==> src/rtl/clock_display_scan.sv <==
// rtl/clock_display_scan.sv - six-digit multiplexed 7-segment scanner for time/date display
module clock_display_scan #(
    parameter int SCAN_DIV  = 32,
    parameter int BLINK_BIT = 13
) (
    input  logic       clk_32_768K,
    input  logic       Rst_n,
    input  logic [5:0] Sec_Time,
    input  logic [5:0] Min_Time,
    input  logic [4:0] Hr_Time,
    input  logic [5:0] Day_Date,
    input  logic [3:0] Mon_Date,
    input  logic [6:0] Year_Date,
    input  logic [1:0] Blink,
    input  logic       Display,
    output logic [6:0] Seg,
    output logic [5:0] Dig_En,
    output logic       Dp
);

    localparam int PW = (SCAN_DIV > 1) ? $clog2(SCAN_DIV) : 1;
    localparam logic [PW-1:0] PRESC_MAX = PW'(SCAN_DIV - 1);

    // Everything a frame needs, frozen at frame start so a frame never mixes old and new data
    typedef struct packed {
        logic [5:0] sec;
        logic [5:0] min;
        logic [4:0] hr;
        logic [5:0] day;
        logic [3:0] mon;
        logic [6:0] year;
        logic       disp;
        logic [1:0] blink;
        logic       phase;
    } snap_t;

    logic [PW-1:0] presc_q, presc_d;
    logic [2:0]    slot_q, slot_d;
    logic          tick_dly_q, tick_dly_d;
    logic [13:0]   flash_q, flash_d;
    snap_t         snap_q, snap_d;
    logic [6:0]    seg_q, seg_d;
    logic [5:0]    dig_en_q, dig_en_d;
    logic          dp_q, dp_d;

    logic          tick;
    logic          frame_start;
    logic [1:0]    pair;
    logic [6:0]    field_val;
    logic [7:0]    bcd;
    logic [3:0]    digit;
    logic          blank;
    logic [6:0]    seg_next;
    logic [5:0]    dig_en_next;
    logic          dp_next;

    // Tens/units by repeated subtraction; exact for 0..99, larger values are shown as dashes anyway
    function automatic logic [7:0] bin_to_bcd(input logic [6:0] v);
        logic [3:0] tens;
        logic [6:0] rem;
        tens = 4'd0;
        rem  = v;
        for (int i = 0; i < 9; i++) begin
            if (rem >= 7'd10) begin
                rem  = rem - 7'd10;
                tens = tens + 4'd1;
            end
        end
        return {tens, rem[3:0]};
    endfunction

    // Active-low segment pattern {g,f,e,d,c,b,a} for one decimal digit
    function automatic logic [6:0] seg_code(input logic [3:0] d);
        logic [6:0] s;
        case (d)
            4'd0:    s = 7'h40;
            4'd1:    s = 7'h79;
            4'd2:    s = 7'h24;
            4'd3:    s = 7'h30;
            4'd4:    s = 7'h19;
            4'd5:    s = 7'h12;
            4'd6:    s = 7'h02;
            4'd7:    s = 7'h78;
            4'd8:    s = 7'h00;
            4'd9:    s = 7'h10;
            default: s = 7'h3F;
        endcase
        return s;
    endfunction

    assign tick        = (presc_q == PRESC_MAX);
    assign frame_start = tick && (slot_q == 3'd5);

    // Timing state: prescaler, slot sequencer, flash counter and frame snapshot
    always_comb begin
        presc_d    = tick ? '0 : presc_q + PW'(1);
        tick_dly_d = tick;
        flash_d    = flash_q + 14'd1;
        slot_d     = slot_q;
        snap_d     = snap_q;
        if (tick) begin
            slot_d = (slot_q == 3'd5) ? 3'd0 : slot_q + 3'd1;
        end
        if (frame_start) begin
            snap_d.sec   = Sec_Time;
            snap_d.min   = Min_Time;
            snap_d.hr    = Hr_Time;
            snap_d.day   = Day_Date;
            snap_d.mon   = Mon_Date;
            snap_d.year  = Year_Date;
            snap_d.disp  = Display;
            snap_d.blink = Blink;
            snap_d.phase = flash_q[BLINK_BIT];
        end
    end

    // Decode the current slot from the snapshot; outputs load only on the cycle after a tick
    always_comb begin
        pair = slot_q[2:1];
        case (pair)
            2'd0:    field_val = snap_q.disp ? {1'b0, snap_q.day}  : {1'b0, snap_q.sec};
            2'd1:    field_val = snap_q.disp ? {3'b0, snap_q.mon}  : {1'b0, snap_q.min};
            default: field_val = snap_q.disp ? snap_q.year         : {2'b0, snap_q.hr};
        endcase
        bcd   = bin_to_bcd(field_val);
        digit = slot_q[0] ? bcd[7:4] : bcd[3:0];
        if (field_val > 7'd99) begin
            seg_next = 7'h3F;
        end else begin
            seg_next = seg_code(digit);
        end
        // Blink code 01/10/11 maps to pair 0/1/2 (right/middle/left)
        blank       = snap_q.phase && (snap_q.blink != 2'b00) && ((snap_q.blink - 2'd1) == pair);
        dig_en_next = blank ? 6'b111111 : ~(6'b000001 << slot_q);
        dp_next     = !((slot_q == 3'd2) || (slot_q == 3'd4));

        seg_d    = tick_dly_q ? seg_next    : seg_q;
        dig_en_d = tick_dly_q ? dig_en_next : dig_en_q;
        dp_d     = tick_dly_q ? dp_next     : dp_q;
    end

    // State register; reset parks on slot 5 so the first tick starts a frame
    always_ff @(posedge clk_32_768K or negedge Rst_n) begin
        if (!Rst_n) begin
            presc_q    <= '0;
            slot_q     <= 3'd5;
            tick_dly_q <= 1'b0;
            flash_q    <= 14'd0;
            snap_q     <= '0;
            seg_q      <= 7'h7F;
            dig_en_q   <= 6'b111111;
            dp_q       <= 1'b1;
        end else begin
            presc_q    <= presc_d;
            slot_q     <= slot_d;
            tick_dly_q <= tick_dly_d;
            flash_q    <= flash_d;
            snap_q     <= snap_d;
            seg_q      <= seg_d;
            dig_en_q   <= dig_en_d;
            dp_q       <= dp_d;
        end
    end

    assign Seg    = seg_q;
    assign Dig_En = dig_en_q;
    assign Dp     = dp_q;

endmodule

==> config.mk <==
export PLATFORM = sky130hd
export DESIGN_NAME = clock_display_scan
export DESIGN_NICKNAME = d
export VERILOG_FILES = /design/src/rtl/clock_display_scan.sv
export SDC_FILE = /design/constraint.sdc
export NUM_CORES = 1
export LEC_CHECK = 0
export CAP_MARGIN = 25
export CORE_MARGIN = 2
export CORE_UTILIZATION = 57
export DETAILED_ROUTE_END_ITERATION = 8
export PLACE_DENSITY = 0.8
export REMOVE_ABC_BUFFERS = 1
export SYNTH_ARGS = -nofsm -noshare
export SYNTH_HDL_FRONTEND = slang
export SYNTH_SLANG_ARGS = --single-unit
==> constraint.sdc <==
create_clock -name clk_32_768K -period 8.8 [get_ports clk_32_768K]
set_input_delay 2.64 -clock clk_32_768K [delete_from_list [all_inputs] [get_ports clk_32_768K]]
set_output_delay 2.64 -clock clk_32_768K [all_outputs]
set_load 0.05 [all_outputs]
* After elaboration in Yosys (flattened, before gate mapping)
Memory sizes are Yosys's and may differ from the RTL's. Cells that the tools add are included.
Storage, ports and cells: bits in registers 75, ROM bits 112, memories kept 1
Operators by class: add/sub/neg operators 21, $lt $le $gt $ge 10, eq/ne operators 6, shifts and indexed selects 1, mux-type cells 27, bitwise gates (word level) 1, reductions and logical operators 7
Memory list:
- (no name shown) | depth 16, width 7, rd ports 1, clocked after Yosys merged registers in 0, write ports 0, line 75 | case (d)
Operators by type and width (count):
- $mux 7 | 10
- $ge 7x4->1 const B | 9
- $sub 7x4->7 const B | 8
- $mux 4 | 10
- $add 4x1->4 const B | 8
- $mux 6 | 3
- $add 14x1->14 const B | 1
- $pmux 7 s2 | 1
- $gt 7x7->1 const B | 1
- $eq 3x3->1 const B | 2
- $not 6->6 | 1
- $shl 1x3->6 const A | 1
- $add 5x1->5 const B | 1
- $eq 5x5->1 const B | 1
- $mux 5 | 1
- $sub 4x4->4 const B | 1
- $add 3x1->3 const B | 1
- $eq 3x2->1 const B | 1
- $logic_and 1x1->1 | 3
- $mux 3 | 1
- $eq 2x1->1 const B | 1
- $eq 2x2->1 | 1
- $logic_not 2->1 | 1
- $reduce_bool 2->1 | 1
- other kinds (4) | 4

* Logic depth before layout (Yosys ltp)
Gate-level depths: netlist of run 1. An unclocked memory read counts as a cell.
depth in word-level cells 23, mapped depth 35

* Worst setup path after synthesis of run 1
Ideal clock, no wire load.
kind register to register, from reg slot_q[1], to reg seg_q[3] (netlist: Seg[3]), library setup time 94 ps, data arrival time 6788 ps, data required time 8706 ps, setup slack 1918 ps, stages on the path, launching flop included 33, period minus slack after synthesis 6882 ps, cells stage by stage dfrtp_1 buf_4 or2_2 a211oi_2 nor2_1 clkbuf_1 nor2_1 nor2_1 or3_1 ha_1 clkbuf_1 xnor2_1 ha_1 and2_1 or2_2 ha_1 o22a_1 ha_1 nand2_1 nand2_1 ha_1 o211ai_1 o31ai_1 a21o_1 ha_1 nor2_1 a21oi_1 ha_1 mux2i_1 mux2_2 ha_1 or2_2 a311oi_1
Between the ends: word-level cells in the longest chain between the ends 23, elaborated cells between the ends (all ways) 51, those cells by class add/sub: 17; order compare: 10; eq/ne: 1; mux: 21; reduce/logical: 1; memory: 1
RTL lines:
- from (decl) | line 38 | logic [2:0] slot_q, slot_d;
- from (signal assigned) | line 155 | slot_q <= slot_d;
- $eq 2x1->1 or $logic_not 2->1 (tied branches) | line 120 | case (pair)
- $pmux 7 s2 * | line 120
- $sub 7x4->7 or $ge 7x4->1 (tied branches) | line 65, 64
- $mux 7 or $mux 1 (tied branches) | line 64 | if (rem >= 7'd10) begin
- $sub 7x4->7 (tied with other cells) | line 65 | rem = rem - 7'd10;
- $mux 7 or $mux 4 (tied branches) | line 64
- $sub 7x4->7 (tied with other cells) | line 65
- $mux 7 or $mux 4 (tied branches) | line 64
- [... 7 more ...]
- $mux 7 or $mux 4 (tied branches) | line 64
- $sub 7x4->7 (tied with other cells) | line 65
- $mux 7 or $mux 4 (tied branches) | line 64
- $ge 7x4->1 (tied with other cells) | line 64
- $mux 4 | line 64
- $mux 4 | line 126 | digit = slot_q[0] ? bcd[7:4] : bcd[3:0];
- $mem_v2 16x7
- $mux 7 * | line 127 | if (field_val > 7'd99) begin
- to (signal assigned) | line 159 | seg_q <= seg_d;
- to (decl) | line 42 | logic [6:0] seg_q, seg_d;
Mark *: on every way between the ends. The rest lies on a longest branch, timed or not. A chain may end at the register's enable or synchronous reset.

* Worst setup path after layout of run 1
from reg snap_q[3] (netlist name), to reg seg_q[5] (netlist: Seg[5])
Between the ends: word-level cells in the longest chain between the ends 23, elaborated cells between the ends (all ways) 52, those cells by class add/sub: 17; order compare: 10; mux: 24; memory: 1
RTL lines:
- from (decl) | line 41 | snap_t snap_q, snap_d;
- from (signal assigned) | line 158 | snap_q <= snap_d;
- $mux 7 (tied with other cells) | line 123 | default: field_val = snap_q.disp ? snap_q.year : {2'b0, snap_q.hr};
- $pmux 7 s2 * | line 120
- $sub 7x4->7 or $ge 7x4->1 (tied branches) | line 65, 64
- $mux 7 or $mux 1 (tied branches) | line 64
- $sub 7x4->7 (tied with other cells) | line 65
- $mux 7 or $mux 4 (tied branches) | line 64
- $sub 7x4->7 (tied with other cells) | line 65
- $mux 7 or $mux 4 (tied branches) | line 64
- [... 7 more ...]
- $mux 7 or $mux 4 (tied branches) | line 64
- $sub 7x4->7 (tied with other cells) | line 65
- $mux 7 or $mux 4 (tied branches) | line 64
- $ge 7x4->1 (tied with other cells) | line 64
- $mux 4 | line 64
- $mux 4 | line 126
- $mem_v2 16x7
- $mux 7 * | line 127
Marked as above.

==> impl_metrics.yaml, run 1 <==
status:
  outcome: "completed"
timing:
  timing.final.crit_share_pct: 86.22
  rsz0062_at_grt: "no"
  fin_ws_ps: 1213
  fin_tns_setup_ps: 0
  max_freq_mhz: 131.8
  setup_viol: 0
  slew_violations: 0
  min_period_ps: 7587
  tightest_slew_ps: 943.6
  fin_hold_ws_ps: 465.1
  skew_ps: 11.83
  hold_viol: 0
  slew_headroom_pct: 37.02
floorplanning:
  row_count: 34
  floorplan.io_pins: 53
  die_area_sq_mm: 0.009475
  initial_core_util_pct: 57.79
  core_sq_mm: 0.008593
  die_y_um: 97.34
  fp.dieW_um: 97.34
yosys:
  synth.avg_cell_area_sq_um: 9.992
  synthDistinctLibCells: 77
  synth_top_area_share_pct: 29.73
  synth.cells.most_frequent: "dfrtp_1, nor2_1, nand2_1"
  synth_edf_count: 0
  ys_warn_count: 0
  yosysMostFrequentCell: "dfrtp_1"
  synth_top_cell_by_area: "dfrtp_1"
  synth-seq-area-share_pct: 38.20
  synth_seq_cells: 75
  ys.flop_type: "dfrtp_1"
  syn_inst: 497
  netlist_area_sq_mm: 0.004966
  synth-async-reset-ratio_pct: 100.0
  synthTopCellsByArea: "dfrtp_1, mux2_2, dfstp_2"
cells_and_area:
  area_delta_synth_final_pct: 14.94
  multiInputGateArea_sq_mm: 0.002860
  postLayoutCoreUtil_pct: 66.42
  layout-drive-gt1-share_pct: 18.42
  nets: 597
  ff_latch_area_sq_mm: 0.001897
  diodes: 0
  fillers: 677
  final_area_sq_mm: 0.005708
drt:
  drt_iter0_markers: 337
  wl_mm: 10.64
  drc: 0
  viasPerCell: 6.120
  wl_per_cell_um: 16.34
  first_pass_iters: 5
  vias: 3984
  drtAntennaViolNets: 0
global_route:
  antenna_found_initial: 0
  grt_max_degree: 76
  grt_pass1_vias: 3917
  grt_overflow_total: 0
  globalRouteTotalUtil_pct: 23.60
  grt_first_pass_wirelength_mm: 18.67
worst_setup_path:
  startpoint: "snap_q[3]"
  slowest_stage: "dfrtp_1"
  worstPathArrival_ps: 7850
  crit_type: "reg -> reg"
  r2r-start: "snap_q[3]"
  cp_slowest_stage_delay_ps: 910
  crit_required_ps: 9060
  crit_fanout: 20
  end_kind: "register"
  crit_top_cell: "ha_1"
  cp-start-kind: "register"
clocking:
  clk_latency_ps: 340
  cts.clk_slew.worst_paths_ps: 90
  cts_tree: "done"
  cts.sinks: 75
  numCtsBuffers: 9
  postCtsSetupBuffers: 0
  cts_resized: 0
  cts_buffer_depth: 2
  cts_hold_buf: 0
  cts_max_level: 3
  clock_tree.root_cell: "clkbuf_8"
placement:
  port_buffers: 52
  detailedPlace.worstSlack_ps: 1234
  place_hpwl_mm: 7.788
  place_congestion: 0.9399
  place_area_sq_mm: 0.005502
power:
  powerDensity_mw_per_mm2: 172.0
  p_leak_nw: 2.421
  peakVddDrop_mv: 0.1650
run:
  cap_violations: 0
min_path:
  worstHoldStart: "presc_q[0]"
  hp-class: "reg -> reg"
## layer usage
layer / vias to the layer above / routed length (um) / global-route usage [%]
li1: 1912 / - / -
met1: 1920 / 4832 / 32.80
met2: 125 / 5116 / 38.89
met3: 27 / 476 / 3.669
met4: 0 / 212 / 6.303
met5: - / 0 / 0
## final cells by class
type                            count  share of cell area [%]
Multi-Input combinational cell    378                   50.11
Sequential cell                    75                   33.23
Tap cell                          108                   2.367
Inverter                           19                   1.249
Clock buffer                        9                   2.170
Clock inverter                      7                   1.447
Timing Repair Buffer               55                   9.426
## power by group
| group | internal, mW | switching (mW) |
|---|---|---|
| logic | 0.128 | 0.189 |
| registers | 0.378 | 0.0147 |
| clock network | 0.135 | 0.137 |
## per-stage QoR
| step | power [mW] | instances |
|---|---|---|
| floorplan | 0.6204 | 472 |
| finish | 0.9820 | 651 |
| global route | 1.039 | 651 |
| global placement | 0.7053 | 635 |
| CTS | 0.9881 | 651 |
| detailed placement | 0.7143 | 635 |
## worst max-delay path: cells and delay by family, from the launching register on
| family | cells | cell delay (ps) |
|---|---|---|
| adders and majority gates | 7 | 1950 |
| DFF | 1 | 910 |
| xor gates and xnor gates | 1 | 170 |
| muxes | 2 | 860 |
| and+or+nand+nor | 12 | 2060 |
| AOI/OAI and AO/OA | 10 | 1540 |
## registers in the layout, summed over array words and instances (netlist names)
name and flops:
snap_q 38, flash_q 14, Seg 7, Dig_En 6
presc_q 5, slot_q 3, Dp 1, tick_dly_q 1
## worst paths after layout
path / end / slack, ps / cells past startpoint
hold reg to reg: presc_q[0] / 470 / 1
hold / removal: presc_q[0] / 470 / 1
max in group asynchronous: tick_dly_q / 5710 / 2
setup / recovery: Seg[5] / 1210 / 32
min in group asynchronous: snap_q[36] / 2510 / 2
setup reg to reg: Seg[5] / 1210 / 32
## layout by cell type, fill, tap and decap left out, types with 5 or more instances in the layout
cell / n
dfrtp_1: 59
clkdlybuf4s50_1: 51
nor2_1: 43
nand2_1: 41
mux2_2: 40
ha_1: 20
o21ai_0: 19
inv_1: 18
xnor2_1: 18
dfstp_2: 16
nand3_1: 15
a21oi_1: 15
mux2i_1: 13
a31oi_1: 10
xor2_1: 9
clkbuf_8: 9
nand4_1: 7
a211oi_1: 7
o211ai_1: 7
o211a_1: 6
and3_1: 6
or2_2: 5
and2_1: 5
nor3_1: 5
## kinds of logic (layout without fill, tap and decap cells)
kind of cell / Yosys count / in the layout / share of synthesized area [%]
AOI/OAI and AO/OA: 117 / 117 / 18.19
buffers and inverters: 44 / 90 / 4.308
xor gates and xnor gates: 28 / 28 / 5.215
adders and majority gates: 20 / 20 / 5.039
and+or+nand+nor: 153 / 153 / 15.09
muxes: 60 / 60 / 13.96
DFF: 75 / 75 / 38.20
Power figures use the tool's default switching activity.
==> run 2: changes to the inputs <==
--- a/config.mk
+++ b/config.mk
@@ -9,7 +9,7 @@
 export CORE_MARGIN = 2
 export CORE_UTILIZATION = 57
 export DETAILED_ROUTE_END_ITERATION = 8
-export PLACE_DENSITY = 0.8
+export PLACE_DENSITY = 0.83
 export REMOVE_ABC_BUFFERS = 1
 export SYNTH_ARGS = -nofsm -noshare
 export SYNTH_HDL_FRONTEND = slang
==> run 2 against run 1 <==
  * Worst setup slack lost 54 ps
  * Cell count shrank 0.15%
  * Critical path depth shrank 1
  * First-iteration DRC count grew 3.6%
  * Via count grew 1.6%
  * Clock power grew 1%
  * Sequential power is essentially flat
  * Clock-buffer cell count is the same
  * Final area shrank 0.13%
  * Worst hold slack gained 15 ps
  * Total power grew 0.60%
  * Critical endpoint is now Seg[3]
  * Largest cell class unchanged
==> impl_metrics.yaml, run 2 (synthesis gave the netlist of run 1 again) <==
timing:
  setup_viol: 0
  min_period_ps: 7640
  timing.final.crit_share_pct: 86.82
  hold_viol: 0
  slew_headroom_pct: 35.25
  slew_violations: 0
  skew_ps: 7.732
  tightest_slew_ps: 970.2
  max_freq_mhz: 130.9
  rsz0062_at_grt: "no"
  fin_ws_ps: 1160
  fin_tns_setup_ps: 0
power:
  power_uw: 987.9
  clkPwrFrac_pct: 27.9
  power_switching_uw: 346.3
  p_int_uw: 641.6
  powerDensity_mw_per_mm2: 173.3
  peakVddDrop_mv: 0.1481
  p_leak_nw: 2.416
  combPwrFrac_pct: 32.2
  seqPwrFrac_pct: 39.9
  swShare_pct: 35.05
global_route:
  globalRouteTotalUtil_pct: 25.29
  grt_first_pass_wirelength_mm: 19.81
  antenna_found_initial: 0
  grt_overflow_total: 0
  grt_pass1_vias: 4072
  grt_max_degree: 76
worst_setup_path:
  slowest_stage: "dfrtp_1"
  end_kind: "register"
  cp_slowest_stage_delay_ps: 910
  crit_required_ps: 9060
  startpoint: "snap_q[3]"
  r2r_slack_ps: 1160
  crit_type: "reg -> reg"
  r2r-start: "snap_q[3]"
  crit_fanout: 20
  crit_top_cell: "ha_1"
  cp-start-kind: "register"
  worstPathArrival_ps: 7900
clocking:
  cts_tree: "done"
  cts_max_level: 3
  cts_buffer_depth: 2
  numCtsBuffers: 9
  clock_tree.root_cell: "clkbuf_8"
  cts_resized: 0
  cts.sinks: 75
  postCtsSetupBuffers: 0
  cts_hold_buf: 0
  cts.clk_slew.worst_paths_ps: 90
  clk_latency_ps: 350
drt:
  first_pass_iters: 4
  dr_wl_met3_um: 531
  vias: 4049
  drt_iter0_markers: 349
  drtAntennaViolNets: 0
  dr_wl_met2_mm: 5.638
  viasPerCell: 6.229
  drc: 0
  wl_per_cell_um: 17.50
  wl_mm: 11.38
  drt-met1-wl_mm: 4.953
  top_layer: "met4"
placement:
  place_hpwl_mm: 8.146
  port_buffers: 52
  detailedPlace.worstSlack_ps: 1232
  place_congestion: 0.8982
cells_and_area:
  regMostFlops: "snap_q"
  fillers: 677
  largest_register_ffs: 38
  layout-drive-gt1-share_pct: 18.27
  layout_commonest_cell: "dfrtp_1"
  nets: 596
  final_cell_mix: "dfrtp_1, clkdlybuf4s50_1, nor2_1, nand2_1, mux2_2"
  area_delta_synth_final_pct: 14.79
  diodes: 0
floorplanning:
  row_count: 34
  floorplan.io_pins: 53
  die_area_sq_mm: 0.009475
  initial_core_util_pct: 57.79
  fp.dieW_um: 97.34
  core_sq_mm: 0.008593
  die_y_um: 97.34
run:
  cap_violations: 0
status:
  outcome: "completed"
min_path:
  worstHoldStart: "flash_q[4]"
  hp-class: "reg -> reg"
[run 2: changes by cell type in the layout (fill, tap and decap cells not counted), sizes merged]
cell | previous run | this run
buf | 4 | 3
[run 2: routing by layer]
metal,track usage [%],up-vias
met1,33.65,1958
li1,-,1916
met2,43.32,148
met4,8.654,0
met3,2.734,27
met5,0,-
[run 2: final cells by class]
type                       instances  area, sq um  share of cell area (%)
clock buffer                       9        123.9                   2.173
clock inverter                     7        82.58                   1.449
inverter                          19        71.32                   1.251
multi-input combinational        378         2860                   50.18
sequential                        75         1897                   33.27
tap                              108        135.1                   2.371
timing repair buffer              54        530.5                   9.306
[run 2: final timing paths]
path                       depth (start not counted)    endpoint
max                                               31      Seg[3]
min                                                1  flash_q[4]
max reg2reg                                       31      Seg[3]
min reg2reg                                        1  flash_q[4]
max in group asynchronous                          2  presc_q[2]
min in group asynchronous                          2  snap_q[35]
[run 2: power groups by stage]
| stage | clock, mW | combinational (mW) | sequential [mW] |
|---|---|---|---|
| final | 0.276 | 0.318 | 0.394 |
| after global routing | 0.295 | 0.350 | 0.398 |
| after CTS | 0.279 | 0.318 | 0.394 |
| after detailed placement | 0 | 0.315 | 0.400 |
| after global placement | 0 | 0.306 | 0.399 |
| after floorplan | 0 | 0.169 | 0.451 |
[run 2: critical path: cells and delay by family, from the launching register on]
| kind | cells | cell delay, ps |
|---|---|---|
| multiplexers | 3 | 820 |
| AND/OR/NAND/NOR | 11 | 1970 |
| AO/OA/AOI/OAI | 9 | 1440 |
| flip-flops | 1 | 910 |
| adder cells (fa/ha/maj) | 8 | 2420 |
[run 2: stage by stage]
step / area (sq um) / hold WS (ps) / std cells / utilization (%)
after floorplan: 4823 / 432.9 / 472 / -
after global placement: 5494 / 444.0 / 634 / 63.93
after detailed placement: 5494 / 460.3 / 634 / 63.93
after CTS: 5700 / 487.1 / 650 / 66.34
after global routing: 5700 / 496.9 / 650 / 66.34
final: 5700 / 480.4 / 650 / 66.34
==> run 3: changes to the inputs <==
--- a/config.mk
+++ b/config.mk
@@ -10,6 +10,7 @@
 export CORE_UTILIZATION = 57
 export DETAILED_ROUTE_END_ITERATION = 8
 export PLACE_DENSITY = 0.83
+export RECOVER_POWER = 25
 export REMOVE_ABC_BUFFERS = 1
 export SYNTH_ARGS = -nofsm -noshare
 export SYNTH_HDL_FRONTEND = slang
==> run 3 against run 2 <==
  * The run now ends with max-capacitance violations, max-slew violations left
  * Utilization down 0.058 points
  * Clock-buffer cell count unchanged
  * Worst hold slack about the same
  * Sequential share of layout area about the same
  * Maximum frequency up 0.16%
  * Critical path depth unchanged
  * Critical path type unchanged
  * Critical endpoint unchanged
  * Largest cell class unchanged
==> impl_metrics.yaml, run 3 (synthesis gave the netlist of run 1 again) <==
global_route:
  grt_first_pass_wirelength_mm: 19.81
  grt_overflow_total: 0
  grt_max_degree: 76
  antenna_found_initial: 0
  globalRouteTotalUtil_pct: 25.29
  grt_pass1_vias: 4072
worst_setup_path:
  worst-path-buf-inv: 0
  crit_top_cell: "ha_1"
  r2r_slack_ps: 1170
  worstPathArrival_ps: 7890
  r2r-end: "Seg[3]"
  cp_slowest_stage_delay_ps: 910
  cp-start-kind: "register"
  cp_num_cells: 31
  critical-path-top-delay-family: "adder cells"
  end_kind: "register"
  crit_fanout: 20
  r2r_cells: 31
  crit_required_ps: 9060
  r2r-start: "snap_q[3]"
  crit_type: "reg -> reg"
  cp-endpoint: "Seg[3]"
  slowest_stage: "dfrtp_1"
  startpoint: "snap_q[3]"
cells_and_area:
  layout_commonest_cell: "dfrtp_1"
  largest_register_ffs: 38
  layout-drive-gt1-share_pct: 17.71
  postLayoutCoreUtil_pct: 66.28
  multiInputGateArea_sq_mm: 0.002855
  ff_latch_area_sq_mm: 0.001897
  nets: 596
  diodes: 0
  final_cell_mix: "dfrtp_1, clkdlybuf4s50_1, nor2_1, nand2_1, mux2_2"
  final_area_sq_mm: 0.005695
  regMostFlops: "snap_q"
  area_delta_synth_final_pct: 14.69
  fillers: 678
power:
  peakVddDrop_mv: 0.1481
  seqPwrFrac_pct: 39.8
  power_switching_uw: 348.6
  p_leak_nw: 2.416
  combPwrFrac_pct: 32.2
  p_int_uw: 641.6
  power_uw: 990.2
  swShare_pct: 35.20
  powerDensity_mw_per_mm2: 173.9
  clkPwrFrac_pct: 28.0
placement:
  place_hpwl_mm: 8.146
  place_area_sq_mm: 0.005494
  port_buffers: 52
  place_congestion: 0.8982
floorplanning:
  row_count: 34
  initial_core_util_pct: 57.79
  core_sq_mm: 0.008593
  fp.dieW_um: 97.34
  die_y_um: 97.34
  die_area_sq_mm: 0.009475
  floorplan.io_pins: 53
timing:
  max_freq_mhz: 131.1
  tightest_slew_ps: 1807
  setup_viol: 0
  timing.final.crit_share_pct: 86.68
  slew_headroom_pct: -20.80
  slew_violations: 40
  rsz0062_at_grt: "no"
  hold_viol: 0
  min_period_ps: 7628
  fin_hold_ws_ps: 480.5
  fin_tns_setup_ps: 0
  skew_ps: 6.149
clocking:
  cts_buffer_depth: 2
  cts.sinks: 75
  cts.clk_slew.worst_paths_ps: 90
  cts_hold_buf: 0
  clk_latency_ps: 350
  numCtsBuffers: 9
  postCtsSetupBuffers: 0
  clock_tree.root_cell: "clkbuf_8"
  cts_tree: "done"
  cts_max_level: 3
  cts_resized: 0
drt:
  vias: 4023
  first_pass_iters: 5
  wl_per_cell_um: 17.58
  wl_mm: 11.43
  drtAntennaViolNets: 0
  drt_iter0_markers: 326
  drc: 0
  viasPerCell: 6.189
status:
  failed_checks: "max-capacitance violations, max-slew violations"
  outcome: "complete, but fails checks"
min_path:
  hp-class: "reg -> reg"
run:
  cap_violations: 1
-- run 3: cell counts in the layout (fill, tap and decap cells not counted) --
Identical to the previous run, type by type.
-- run 3: per-stage QoR --
step	std cells	worst slack, ps
2_1_floorplan	472	994.6
3_3_place_gp	634	1414
3_5_place_dp	634	1232
4_1_cts	650	1183
5_1_grt	650	617.6
6_report	650	1172
-- run 3: area by class of cell --
cell class / instances / share of cell area (%)
Clock buffer: 9 / 2.175
Clock inverter: 7 / 1.450
Inverter: 19 / 1.252
Multi-Input combinational cell: 378 / 50.13
Sequential cell: 75 / 33.30
Tap cell: 108 / 2.373
Timing Repair Buffer: 54 / 9.315
-- run 3: worst min path at each step --
stage / start / to / slack (ps) / cells past startpoint
finish: flash_q[4] / flash_q[4] / 480 / 1
global route: flash_q[4] / flash_q[4] / 500 / 1
CTS: flash_q[4] / flash_q[4] / 490 / 1
detailed placement: flash_q[13] / flash_q[13] / 460 / 1
global placement: presc_q[0] / presc_q[0] / 440 / 1
floorplan: presc_q[0] / presc_q[0] / 430 / 1
-- run 3: power groups by stage --
| stage | registers (mW) | logic, mW | clock network, mW |
|---|---|---|---|
| CTS | 0.394 | 0.318 | 0.279 |
| global placement | 0.399 | 0.306 | 0 |
| finish | 0.394 | 0.319 | 0.277 |
| floorplan | 0.451 | 0.169 | 0 |
| detailed placement | 0.400 | 0.315 | 0 |
| global route | 0.398 | 0.350 | 0.295 |
-- run 3: per-layer routing --
layer  track usage [%]  wire length [um]
met2             43.32              5669
met4             8.654               253
met3             2.734               544
met1             33.65              4959
met5                 0                 0
